`src/rtl/oc_add_scheduler.sv`:
```
// Round-robin sequencer for one shared ones' complement ripple adder; result 1 cycle after accept, 2 with end-around carry.
// rsp_ready low holds the response and keeps both requesters stalled; one operation in flight.
module oc_add_scheduler #(
    parameter int WIDTH = 4
) (
    input  logic             clk,
    input  logic             rst_n,
    input  logic             req0_valid,
    input  logic [WIDTH-1:0] req0_a,
    input  logic [WIDTH-1:0] req0_b,
    output logic             req0_ready,
    input  logic             req1_valid,
    input  logic [WIDTH-1:0] req1_a,
    input  logic [WIDTH-1:0] req1_b,
    output logic             req1_ready,
    output logic             rsp_valid,
    input  logic             rsp_ready,
    output logic [WIDTH-1:0] rsp_sum,
    output logic             rsp_id,
    output logic             rsp_eac,
    output logic [7:0]       eac_cnt
);

    typedef enum logic [1:0] {IDLE, PASS1, PASS2, RESP} state_t;

    state_t           state_q, state_d;
    logic [WIDTH-1:0] a_q, a_d, b_q, b_d, sum_q, sum_d;
    logic             id_q, id_d, eac_q, eac_d, ptr_q, ptr_d;
    logic [7:0]       cnt_q, cnt_d;
    logic             grant0, grant1;
    logic [WIDTH-1:0] add_x, add_y, add_s;
    logic             add_ci, add_cout;

    // The single shared adder; PASS2 reuses it with the end-around carry as carry-in.
    always_comb begin
        logic c;
        c     = add_ci;
        add_s = '0;
        for (int i = 0; i < WIDTH; i++) begin
            add_s[i] = add_x[i] ^ add_y[i] ^ c;
            c        = (add_x[i] & add_y[i]) | (c & (add_x[i] ^ add_y[i]));
        end
        add_cout = c;
    end

    always_ff @(posedge clk or negedge rst_n) begin
        if (!rst_n) begin
            state_q <= IDLE;
            a_q     <= '0;
            b_q     <= '0;
            sum_q   <= '0;
            id_q    <= 1'b0;
            eac_q   <= 1'b0;
            ptr_q   <= 1'b1;
            cnt_q   <= '0;
        end else begin
            state_q <= state_d;
            a_q     <= a_d;
            b_q     <= b_d;
            sum_q   <= sum_d;
            id_q    <= id_d;
            eac_q   <= eac_d;
            ptr_q   <= ptr_d;
            cnt_q   <= cnt_d;
        end
    end

    always_comb begin
        state_d = state_q;
        case (state_q)
            IDLE:    if (req0_valid || req1_valid) state_d = PASS1;
            PASS1:   state_d = add_cout ? PASS2 : RESP;
            PASS2:   state_d = RESP;
            RESP:    if (rsp_ready) state_d = IDLE;
            default: state_d = IDLE;
        endcase
    end

    always_comb begin
        // Pointer holds the last-served requester; the other one wins a tie.
        grant0 = req0_valid && (!req1_valid || ptr_q);
        grant1 = req1_valid && (!req0_valid || !ptr_q);
        req0_ready = (state_q == IDLE) && grant0;
        req1_ready = (state_q == IDLE) && grant1;

        a_d   = a_q;
        b_d   = b_q;
        sum_d = sum_q;
        id_d  = id_q;
        eac_d = eac_q;
        ptr_d = ptr_q;
        cnt_d = cnt_q;

        add_x  = a_q;
        add_y  = b_q;
        add_ci = 1'b0;

        case (state_q)
            IDLE: begin
                if (req0_ready) begin
                    a_d  = req0_a;
                    b_d  = req0_b;
                    id_d = 1'b0;
                end else if (req1_ready) begin
                    a_d  = req1_a;
                    b_d  = req1_b;
                    id_d = 1'b1;
                end
            end
            PASS1: begin
                sum_d = add_s;
                eac_d = 1'b0;
            end
            PASS2: begin
                // Carry-out cannot occur here: PASS1 sum is at most all-ones minus one.
                add_x  = sum_q;
                add_y  = '0;
                add_ci = 1'b1;
                sum_d  = add_s;
                eac_d  = 1'b1;
                if (cnt_q != 8'hFF) cnt_d = cnt_q + 8'd1;
            end
            RESP: begin
                if (rsp_ready) ptr_d = id_q;
            end
            default: ;
        endcase

        rsp_valid = (state_q == RESP);
        rsp_sum   = sum_q;
        rsp_id    = id_q;
        rsp_eac   = eac_q;
        eac_cnt   = cnt_q;
    end

endmodule
```
`config.mk`:
```
export PLATFORM = sky130hd
export DESIGN_NAME = oc_add_scheduler
export DESIGN_NICKNAME = d
export VERILOG_FILES = /design/src/rtl/oc_add_scheduler.sv
export SDC_FILE = /design/constraint.sdc
export NUM_CORES = 1
export LEC_CHECK = 0
export CORE_UTILIZATION = 48
export DETAILED_ROUTE_END_ITERATION = 8
export HOLD_SLACK_MARGIN = 0.03
export MAX_ROUTING_LAYER = met4
export PLACE_DENSITY = 0.78
export SLEW_MARGIN = 20
export SYNTH_ARGS = -nofsm -noshare
export SYNTH_HDL_FRONTEND = slang
export SYNTH_SLANG_ARGS = --single-unit
```
`constraint.sdc`:
```
create_clock -name clk -period 4 [get_ports clk]
set_input_delay 0.8 -clock clk [delete_from_list [all_inputs] [get_ports clk]]
set_output_delay 0.8 -clock clk [all_outputs]
set_load 0.03 [all_outputs]
```
After elaboration in Yosys (flattened, before gate mapping)
Cells that the tools add are included.
{"block": "word_totals", "output_inout_bits": 17, "latch_bits": 0, "memories": 0, "ramBits": 0, "ff_bits": 25, "input_bits": 21, "mem_bits_ro": 0, "word_cells": 67}
{"block": "classes", "n_mux": 14, "n_lt_le_gt_ge": 0, "n_mul": 0, "n_addsub": 1, "reduce_logical": 18, "bitwise": 20, "shifts": 0, "div": 0, "eq_ne": 6}
{"op": "4-bit two-way mux", "count": 6}
{"op": "8-bit by 1-bit adder with 8-bit output, second input constant", "count": 1}
{"op": "1-bit bitwise AND", "count": 8}
{"op": "8-bit != test, second input constant", "count": 1}
{"op": "2-bit case mux with 4 select lines", "count": 1}
{"op": "2-bit AND reduction", "count": 4}
{"op": "1-bit bitwise XOR", "count": 8}
{"op": "2-bit == test, second input constant", "count": 2}
{"op": "1-bit logical AND", "count": 4}
{"op": "1-bit two-way mux", "count": 4}
{"op": "2-bit two-way mux", "count": 2}
{"op": "1-bit bitwise OR", "count": 4}
{"op": "2-bit nonzero test", "count": 2}
{"op": "1-bit zero test", "count": 3}
{"op": "1-bit logical OR", "count": 3}
{"op": "2-bit by 1-bit == test with 1-bit output, second input constant", "count": 1}
{"op": "2-bit zero test", "count": 1}
{"op": "2-bit by 1-bit != test with 1-bit output, second input constant", "count": 1}
{"op": "2-bit != test, second input constant", "count": 1}
{"op": "1-bit case mux with 2 select lines", "count": 1}
{"op": "2-bit OR reduction", "count": 1}

Depth between registers and ports, before layout
Gate-level depths: netlist (run 1).
{"block": "depth", "depth_word": 13, "depth_mapped": 12, "ltp_nobuf": 12}

Least setup slack after synthesis (run 1)
Ideal clock, no wire load.
{"block": "synth_timing", "path_kind": "register to register", "start": "reg state_q[0]", "end": "reg state_q[0]", "path_stages_with_launch": 13, "synth_period_minus_slack_ps": 2767, "arrival_ps": 2644, "required_time_ps": 3877, "path_buffers": 1, "setup_ps": 123, "setup_slack_ps": 1233, "path_cell_list": "dfrtp_1 -> inv_1 -> ha_1 -> buf_2 -> mux2i_1 -> fa_1 -> fa_1 -> inv_1 -> fa_1 -> inv_1 -> fa_1 -> a211oi_1 -> o2bb2ai_1"}
{"block": "synth_via", "word_cells_on_any_way": 28, "classes_between": "eq/ne (5); mux (5); bitwise (16); reduce/logical (2)"}
{"element": "start: declaration", "line": "26", "source": "state_t state_q, state_d;"}
{"element": "start signal: assignment", "line": "57", "source": "state_q <= state_d;"}
{"element": "2-bit == test", "line": "98", "source": "case (state_q)"}
{"element": "1-bit two-way mux", "line": "98"}
{"element": "net add_ci", "line": "32", "source": "logic add_ci, add_cout;"}
{"element": "1-bit bitwise AND", "line": "41", "source": "c = (add_x[i] & add_y[i]) | (c & (add_x[i] ^ add_y[i]));"}
{"element": "1-bit bitwise OR", "line": "41"}
{"element": "1-bit bitwise AND", "line": "41"}
{"element": "1-bit bitwise OR", "line": "41"}
{"element": "1-bit bitwise AND", "line": "41"}
{"element": "1-bit bitwise OR", "line": "41"}
{"element": "1-bit bitwise AND", "line": "41"}
{"element": "1-bit bitwise OR", "line": "41"}
{"element": "1-bit two-way mux", "line": "72", "source": "PASS1: state_d = add_cout ? PASS2 : RESP;"}
{"element": "2-bit case mux with 4 select lines", "line": "70", "source": "case (state_q)"}
The timed path passes the listed nets, and every way through them passes these cells.
A chain may end at the register's enable or synchronous reset.

Worst setup path after layout (run 1)
{"block": "layout_timing", "start": "in req0_valid", "end": "out req0_ready"}
{"block": "layout_via", "elab_chain_len": 2}
{"element": "start: declaration", "line": "8", "source": "input logic req0_valid,"}
{"element": "1-bit logical AND", "line": "81", "source": "grant0 = req0_valid && (!req1_valid || ptr_q);"}
{"element": "1-bit logical AND", "line": "83", "source": "req0_ready = (state_q == IDLE) && grant0;"}
{"element": "end: declaration", "line": "11", "source": "output logic req0_ready,"}
No other way between the ends.

==> qor.txt, run 1 <==
pin count of the biggest net entering global routing - 26
Worst path max stage delay - 0.67 ns
sequential area share after synthesis - 43.8%
CTS Buf Count - 3
die area - 0.00320 mm^2
Tot GR Track Use - 19.6%
Netlist cell types - 33
initial antenna violation count - 0
Register-to-Register Path Depth - 11
WL per Instance - 13.5 um
Crit-path slowest cell - clkdlybuf4s50_1
critical path class - input pin to output pin
unrepaired setup endpoints after global routing - false
total grt overflow - 0
xor/xnor cell area share of the yosys netlist - 0.612%
core area - 0.00278 mm^2
Syn Inst Count - 141
Reg power frac - 32.6%
cts repair resizes - 0
#FFs+latches synth - 25
# Post-CTS Setup Buffers - 0
crit path time final - 3.44 ns
Via density - 5.47
Worst-Skew Late Latency - 0.32 ns
Clock Skew - 0.00813 ns
H-tree depth - 1
adder-cell share of the synthesized area - 9.97%
Port Buf Inserts - 37
synthesized area - 0.00143 mm^2
drt pass-1 iters - 4
TritonCTS clock tree - built
DRC violations left - 0
Synthesis Warnings - 0
Clock transition at path regs - 0.14 ns
Rows - 19
mux cell area share after synthesis - 9.35%
Post-Synth Simple-Gate Area - 17.7%
Clock Sinks - 25
Setup TNS Final - 0 ns
number of DRC markers in iteration 0 - 32
clock tree buffer depth - 2
Design Power - 1.49 mW
CP Cell Sequence - clkdlybuf4s50_1 > and2_1 > and2_1 > clkdlybuf4s50_1
actual slew at the worst max-slew pin - 0.646 ns
Root Buffer - clkbuf_4
final hold vios - 0
status - completed
Post-Syn Nets - 171
placed instance count - 202
Initial Util - 51.5%
PD cells - 812 mW/mm^2
global-route wire length before repair - 4800 um
period utilization - 86.1%
switch share - 45.3%
HP Class - input pin to async pin
Switch Pwr - 674 uW
crit path max fanout - 12
final net count - 206
Die Ht - 56.6 um
clock share of power - 7.6%
GP Congestion - 0.911
vias in the first global route - 1084
Max Cap Viol - 0
CTS Hold Buffers Added - 0
critical path endpoint category - output pin
fmax - 0.290 GHz
Worst EP arrival - 2.64 ns
Gate power share - 59.8%
Max-slew headroom - 57.0%
Cell Area, Placed - 0.00180 mm^2
Syn Area/Cell - 10.2 um^2
P_int - 814 uW
final wirelength - 2780 um
antenna cell count - 0
fin area - 0.00183 mm^2
Peak VDD IR - 0.470 mV
Layout Cells excl Fill - 206
Setup crit start kind - input pin
P_leak - 0.772 nW
area delta synth->final - 28.0%
Final Core Density - 65.9%
share of post-route cells with drive strength above 1 - 10.3%
Chip Width - 56.6 um
IO Pins - 38
Setup violations, final - 0
via count - 1127
hpwl dp - 2160 um
main combinational cell family by area after synthesis - simple AND/OR/NAND/NOR gates
Final ANT Viol Nets - 0
Synth Area in Compound Gates - 15.1%
Req. time, crit path - 3.20 ns
max-slew violation count - 0
## sequential cells by signal, summed over array words and instances (netlist names)
register,count
rsp_id,1
state_q,2
rsp_sum,4
b_q,4
ptr_q,1
a_q,4
rsp_eac,1
eac_cnt,8
## per-layer routing
| metal | share of wire (%) | vias up | GRT usage (%) |
|---|---|---|---|
| li1 | - | 566 | - |
| met1 | 48 | 523 | 24.8 |
| met2 | 47 | 34 | 32.9 |
| met3 | 4.5 | 4 | 3.00 |
| met4 | 1.0 | 0 | 5.23 |
| met5 | 0 | - | - |
## synthesized netlist by cell type
| library cell | n | area (um^2) |
|---|---|---|
| nand3_1 | 2 | 10.0 |
| inv_1 | 5 | 18.8 |
| and4_4 | 1 | 11.3 |
| nor3_1 | 1 | 5.00 |
| a211oi_1 | 2 | 15.0 |
| mux2_2 | 7 | 78.8 |
| o21ai_2 | 1 | 8.76 |
| and3_1 | 2 | 12.5 |
| dfrtp_1 | 24 | 601 |
| o31ai_1 | 8 | 60.1 |
| a41oi_1 | 1 | 8.76 |
| nor2b_1 | 3 | 18.8 |
| nor3b_1 | 8 | 60.1 |
| xnor2_1 | 1 | 8.76 |
| a21o_1 | 1 | 7.51 |
| clkbuf_1 | 3 | 11.3 |
| clkbuf_2 | 1 | 5.00 |
| ha_1 | 5 | 62.6 |
| nand4_1 | 2 | 12.5 |
| a41o_2 | 1 | 11.3 |
| fa_1 | 4 | 80.1 |
| a21oi_1 | 18 | 90.1 |
| o2bb2ai_1 | 1 | 8.76 |
| and3_2 | 1 | 7.51 |
| nor2_1 | 7 | 26.3 |
| a31oi_1 | 1 | 6.26 |
| buf_2 | 3 | 15.0 |
| dfstp_2 | 1 | 26.3 |
| and2_1 | 2 | 12.5 |
| mux2_4 | 1 | 15.0 |
| mux2i_1 | 4 | 40.0 |
| nand2_1 | 17 | 63.8 |
| nand2b_1 | 2 | 12.5 |
## kinds of logic (layout without fill, tap and decap cells)
group                      after synthesis  in the layout
AOI/OAI and AO/OA                       34             34
xor gates and xnor gates                 1              1
adders and majority gates                9              9
buffers and inverters                   12             46
DFF                                     25             25
muxes                                   12             12
and+or+nand+nor                         48             48
## power groups by stage
stage	Clock (mW)	Combinational [mW]	Sequential (mW)
finish	0.113	0.890	0.485
global route	0.127	0.973	0.506
floorplan	0	0.510	0.587
global placement	0	0.851	0.487
CTS	0.117	0.898	0.485
detailed placement	0	0.897	0.491
## worst max-delay path, delay by kind of cell
family                 cells  cell delay (ns)
and+or+nand+nor            2             0.51
buffers and inverters      2             1.33
## path summary, 6_finish.rpt
check,slack (ns),startpoint,to
min in group clk,0.50,b_q[0],b_q[0]
max,0.56,req0_valid,req0_ready
min,0.44,rst_n,eac_cnt[3]
min reg2reg,0.50,b_q[0],b_q[0]
max reg2reg,0.76,state_q[0],state_q[0]
max in group asynchronous,3.18,rst_n,ptr_q
## area by class of cell
type                       count  area [um^2]
clock buffer                   3         22.5
clock inverter                 1         5.00
fill                         220          950
inverter                       5         18.8
multi-input combinational    104          754
sequential                    25          627
tap                           31         38.8
timing repair buffer          37          365
## per-stage QoR
stage | hold slack, ns | setup slack (ns)
finish | 0.445 | 0.555
global route | 0.474 | 0.461
CTS | 0.459 | 0.565
detailed placement | 0.474 | 0.576
global placement | 0.469 | 0.615
floorplan | 0.441 | 1.23
## cell usage in the layout (no fill, tap or decap)
| cell | instances |
|---|---|
| a211oi_1 | 2 |
| a21o_1 | 1 |
| a21oi_1 | 18 |
| a31oi_1 | 1 |
| a41o_2 | 1 |
| a41oi_1 | 1 |
| and2_1 | 2 |
| and3_1 | 2 |
| and3_2 | 1 |
| and4_4 | 1 |
| buf_2 | 1 |
| clkbuf_4 | 3 |
| clkdlybuf4s50_1 | 36 |
| clkinv_2 | 1 |
| dfrtp_1 | 24 |
| dfstp_2 | 1 |
| fa_1 | 4 |
| ha_1 | 5 |
| inv_1 | 5 |
| mux2_2 | 7 |
| mux2_4 | 1 |
| mux2i_1 | 4 |
| nand2_1 | 17 |
| nand2b_1 | 2 |
| nand3_1 | 2 |
| nand4_1 | 2 |
| nor2_1 | 7 |
| nor2b_1 | 3 |
| nor3_1 | 1 |
| nor3b_1 | 8 |
| o21ai_2 | 1 |
| o2bb2ai_1 | 1 |
| o31ai_1 | 8 |
| xnor2_1 | 1 |
No activity file was read; power rests on OpenSTA's default activity.
==> run 2: changes to the inputs <==
--- a/config.mk
+++ b/config.mk
@@ -5,12 +5,12 @@
 export SDC_FILE = /design/constraint.sdc
 export NUM_CORES = 1
 export LEC_CHECK = 0
+export CORE_ASPECT_RATIO = 0.6
 export CORE_UTILIZATION = 48
 export DETAILED_ROUTE_END_ITERATION = 8
 export HOLD_SLACK_MARGIN = 0.03
 export MAX_ROUTING_LAYER = met4
-export PLACE_DENSITY = 0.78
-export SLEW_MARGIN = 20
+export PLACE_DENSITY = 0.91
 export SYNTH_ARGS = -nofsm -noshare
 export SYNTH_HDL_FRONTEND = slang
 export SYNTH_SLANG_ARGS = --single-unit
==> run 2 against run 1 <==
Count of clock-buffer cells in the layout did not move. Global-route usage increased by 3.7 points. Clock skew up 0.0072 ns. Maximum frequency shrank 3.7%. Total power rose by 5.2%. Worst setup slack lost 0.13 ns. Cell area increased by 2.0%. Utilization rose by 4.3 points. Die area up 0.24%. Sequential share of layout area down 0.69 points.
==> qor.txt, run 2 (synthesized netlist as in run 1, its figures left out) <==
crit path time final - 3.58 ns
vias in the first global route - 1155
Cell Area, Placed - 0.00182 mm^2
final wirelength - 3260 um
fmax - 0.280 GHz
most frequent cells in the layout - clkdlybuf4s50_1 (37), dfrtp_1 (24), a21oi_1 (18), nand2_1 (17)
max-slew violation count - 0
antenna cell count - 0
Port Buf Inserts - 37
final net count - 206
H-tree depth - 1
TritonCTS clock tree - built
met2 Resource Use GR - 37.0%
most common library cell in the layout ignoring fill and taps - clkdlybuf4s50_1
drt pass-1 iters - 4
Root Buffer - clkbuf_8
total grt overflow - 0
CP top delay family - buffers and inverters
Initial Util - 53.8%
GP Congestion - 0.834
CP Cell Sequence - clkdlybuf4s50_1 > and2_1 > and2_1 > clkdlybuf4s50_1
Setup violations, final - 0
Clock transition at path regs - 0.08 ns
CTS Hold Buffers Added - 0
Worst path max stage delay - 0.70 ns
area delta synth->final - 30.6%
M3 GR Usage - 5.69%
Peak VDD IR - 0.492 mV
WL per Instance - 15.2 um
CTS Buf Count - 3
final hold vios - 0
Max Cap Viol - 0
fin area - 0.00187 mm^2
dpl ws - 0.485 ns
global-route wire length before repair - 5380 um
Max-slew headroom - 23.7%
P_leak - 0.776 nW
pin count of the biggest net entering global routing - 26
GR Util met1 - 30.9%
Worst-Skew Late Latency - 0.28 ns
GRT Max-Usage Layer - met2
number of DRC markers in iteration 0 - 100
final setup margin - 0.425 ns
Clock Skew - 0.0154 ns
max FFs per register - 8
cts repair resizes - 0
DRC violations left - 0
Via density - 5.47
FILL cells - 186
critical path endpoint category - output pin
Final ANT Viol Nets - 0
Tot GR Track Use - 23.3%
actual slew at the worst max-slew pin - 1.14 ns
Clock Sinks - 25
HP Class - flop to flop
WHS - 0.494 ns
Worst EP arrival - 2.78 ns
Setup TNS Final - 0 ns
initial antenna violation count - 0
status - completed
hpwl dp - 2480 um
share of post-route cells with drive strength above 1 - 9.71%
Die Ht - 44.3 um
via count - 1175
PD cells - 837 mW/mm^2
period utilization - 89.4%
# Post-CTS Setup Buffers - 0
Chip Width - 72.5 um
Crit-path slowest cell - clkdlybuf4s50_1
clock tree buffer depth - 2
Setup crit start kind - input pin
critical path class - input pin to output pin
Req. time, crit path - 3.20 ns
Rows - 14
crit path max fanout - 12
IO Pins - 38
crit path buf inv count - 2
core area - 0.00266 mm^2
die area - 0.00321 mm^2
unrepaired setup endpoints after global routing - false
[run 2: cell type report]
type | count | area, um^2 | share of cell area, %
clock buffers | 3 | 41.3 | 2.21
clock inverters | 1 | 7.51 | 0.402
inverters | 5 | 18.8 | 1.00
multi-input cells | 104 | 754 | 40.4
flip-flops and latches | 25 | 627 | 33.5
well taps | 40 | 50.0 | 2.68
repair buffers | 37 | 370 | 19.8
[run 2: metrics by stage]
step	utilization (%)	std cells	power, mW
2_1_floorplan	-	141	1.10
3_3_place_gp	68.4	211	1.34
3_5_place_dp	68.4	211	1.40
4_1_cts	70.2	215	1.57
5_1_grt	70.2	215	1.69
6_report	70.2	215	1.57
[run 2: path summary, 6_finish.rpt]
check	start	endpoint	slack, ns	cells after the start
min in group asynchronous	rst_n	rsp_sum[3]	1.12	1
worst max register to register	state_q[0]	state_q[0]	0.63	11
worst max-delay path	req0_valid	req0_ready	0.42	4
worst min register to register	a_q[3]	a_q[3]	0.49	2
max in group asynchronous	rst_n	rsp_id	2.19	1
worst min-delay path	a_q[3]	a_q[3]	0.49	2
[run 2: metal layers]
layer / vias up / part of all wire (%)
li1: 565 / -
met1: 583 / 47
met2: 21 / 48
met3: 6 / 3.0
met4: 0 / 1.9
met5: - / 0
[run 2: worst min-delay path, stage by stage (launching register included)]
cell and delay (ns):
dfrtp_1 0.35, nand2_1 0.05, o31ai_1 0.06
[run 2: report_power, final]
group | total [mW] | internal, mW | switching [mW]
Sequential | 0.489 | 0.379 | 0.111
Clock | 0.158 | 0.0708 | 0.0875
Combinational | 0.917 | 0.402 | 0.515
Total | 1.57 | 0.852 | 0.713
==> run 3: changes to the inputs <==
--- a/config.mk
+++ b/config.mk
@@ -11,6 +11,7 @@
 export HOLD_SLACK_MARGIN = 0.03
 export MAX_ROUTING_LAYER = met4
 export PLACE_DENSITY = 0.91
+export RECOVER_POWER = 50
 export SYNTH_ARGS = -nofsm -noshare
 export SYNTH_HDL_FRONTEND = slang
 export SYNTH_SLANG_ARGS = --single-unit
==> run 3 against run 2 <==
The flow now finishes with violations (max-capacitance violations, max-slew violations). Flip-flop and latch count unchanged. Global-route usage unchanged. Cell area decreased by 0.20%. Largest power group unchanged. Highest routed layer unchanged.
==> qor.txt, run 3 (synthesized netlist as in run 1, its figures left out) <==
status - complete, but fails checks
actual slew at the worst max-slew pin - 1.58 ns
Port Buf Inserts - 37
period utilization - 90.2%
antenna cell count - 0
failing checks - max-capacitance violations, max-slew violations
Crit-path slowest cell - dlygate4sd3_1
Setup crit start kind - input pin
H-tree depth - 1
critical path class - input pin to output pin
Worst path max stage delay - 0.72 ns
Max Cap Viol - 1
Clock Sinks - 25
fmax - 0.277 GHz
CP top delay family - buffers and inverters
DRC violations left - 0
final wirelength - 3250 um
Chip Width - 72.5 um
IO Pins - 38
Worst EP arrival - 2.81 ns
placed instance count - 211
total grt overflow - 0
Setup violations, final - 0
CTS Hold Buffers Added - 0
cts repair resizes - 0
Layout Cells excl Fill - 215
Die Ht - 44.3 um
vias in the first global route - 1155
drt pass-1 iters - 4
crit path time final - 3.61 ns
area delta synth->final - 30.3%
Worst Setup SP - req0_valid
CP Cell Sequence - dlygate4sd3_1 > and2_1 > and2_1 > clkdlybuf4s50_1
crit path buf inv count - 2
global-route wire length before repair - 5380 um
dpl ws - 0.485 ns
most frequent cells in the layout - clkdlybuf4s50_1 (34), dfrtp_1 (24), a21oi_1 (18), nand2_1 (17)
Worst-Skew Late Latency - 0.28 ns
final hold vios - 0
Via density - 5.52
Final ANT Viol Nets - 0
P_leak - 0.776 nW
max-slew violation count - 18
via count - 1187
WHS - 0.494 ns
HP Class - flop to flop
Clock Skew - 0.0153 ns
initial antenna violation count - 0
pin count of the biggest net entering global routing - 26
Clock transition at path regs - 0.08 ns
GP Congestion - 0.834
critical path endpoint category - output pin
Max-slew headroom - -6.55%
Peak VDD IR - 0.491 mV
final setup margin - 0.392 ns
clock tree buffer depth - 2
Final Core Density - 70.1%
WL per Instance - 15.1 um
Cell Area, Placed - 0.00182 mm^2
PD cells - 837 mW/mm^2
cell mode on critical path - and2_1
share of post-route cells with drive strength above 1 - 9.14%
crit path max fanout - 12
# Post-CTS Setup Buffers - 0
Initial Util - 53.8%
most common library cell in the layout ignoring fill and taps - clkdlybuf4s50_1
final net count - 206
core area - 0.00266 mm^2
fin area - 0.00187 mm^2
Root Buffer - clkbuf_8
Worst Hold Launch - a_q[3]
TritonCTS clock tree - built
hpwl dp - 2480 um
max FFs per register - 8
reg2reg start - state_q[0]
unrepaired setup endpoints after global routing - false
FILL cells - 188
Setup TNS Final - 0 ns
number of DRC markers in iteration 0 - 100
Req. time, crit path - 3.20 ns
CTS Buf Count - 3
Tot GR Track Use - 23.3%
Rows - 14
die area - 0.00321 mm^2
Design Power - 1.56 mW
[run 3: changes by cell type in the layout (fill, tap and decap cells not counted)]
cell,previous run,this run
dlygate4sd3_1,0,3
o21ai_0,0,1
clkdlybuf4s50_1,37,34
o21ai_2,1,0
[run 3: final cells by class]
type                    count  area [um^2]  share of cell area [%]
well taps                  40         50.0                    2.68
clock inverters             1         7.51                   0.402
inverters                   5         18.8                    1.01
clock buffers               3         41.3                    2.21
repair buffers             37          370                    19.9
multi-input cells         104          751                    40.2
flip-flops and latches     25          627                    33.6
[run 3: power breakdown]
| group | switching (mW) | internal [mW] |
|---|---|---|
| sequential | 0.111 | 0.379 |
| clock | 0.0873 | 0.0708 |
| combinational | 0.513 | 0.401 |
| total | 0.711 | 0.850 |
[run 3: worst reg2reg max path: stages (launching register included)]
cell and delay, ns:
dfrtp_1 0.44, inv_1 0.12, ha_1 0.52, inv_1 0.26, fa_1 0.49, fa_1 0.38, inv_1 0.10, fa_1 0.21
inv_1 0.08, fa_1 0.37, a211oi_1 0.21, o2bb2ai_1 0.09
[run 3: metal layers]
metal,vias up,GRT usage [%],routed length (um)
met2,38,37.0,1550
li1,563,-,-
met5,-,-,0
met1,580,30.9,1490
met4,0,4.71,61
met3,6,5.69,149
[run 3: path summary, 6_finish.rpt]
kind / cells past startpoint / end / slack (ns)
hold reg to reg: 2 / a_q[3] / 0.49
setup reg to reg: 11 / state_q[0] / 0.64
max in group asynchronous: 1 / rsp_id / 2.11
setup / recovery: 4 / req0_ready / 0.39
min in group asynchronous: 1 / rsp_sum[3] / 1.19
hold / removal: 2 / a_q[3] / 0.49
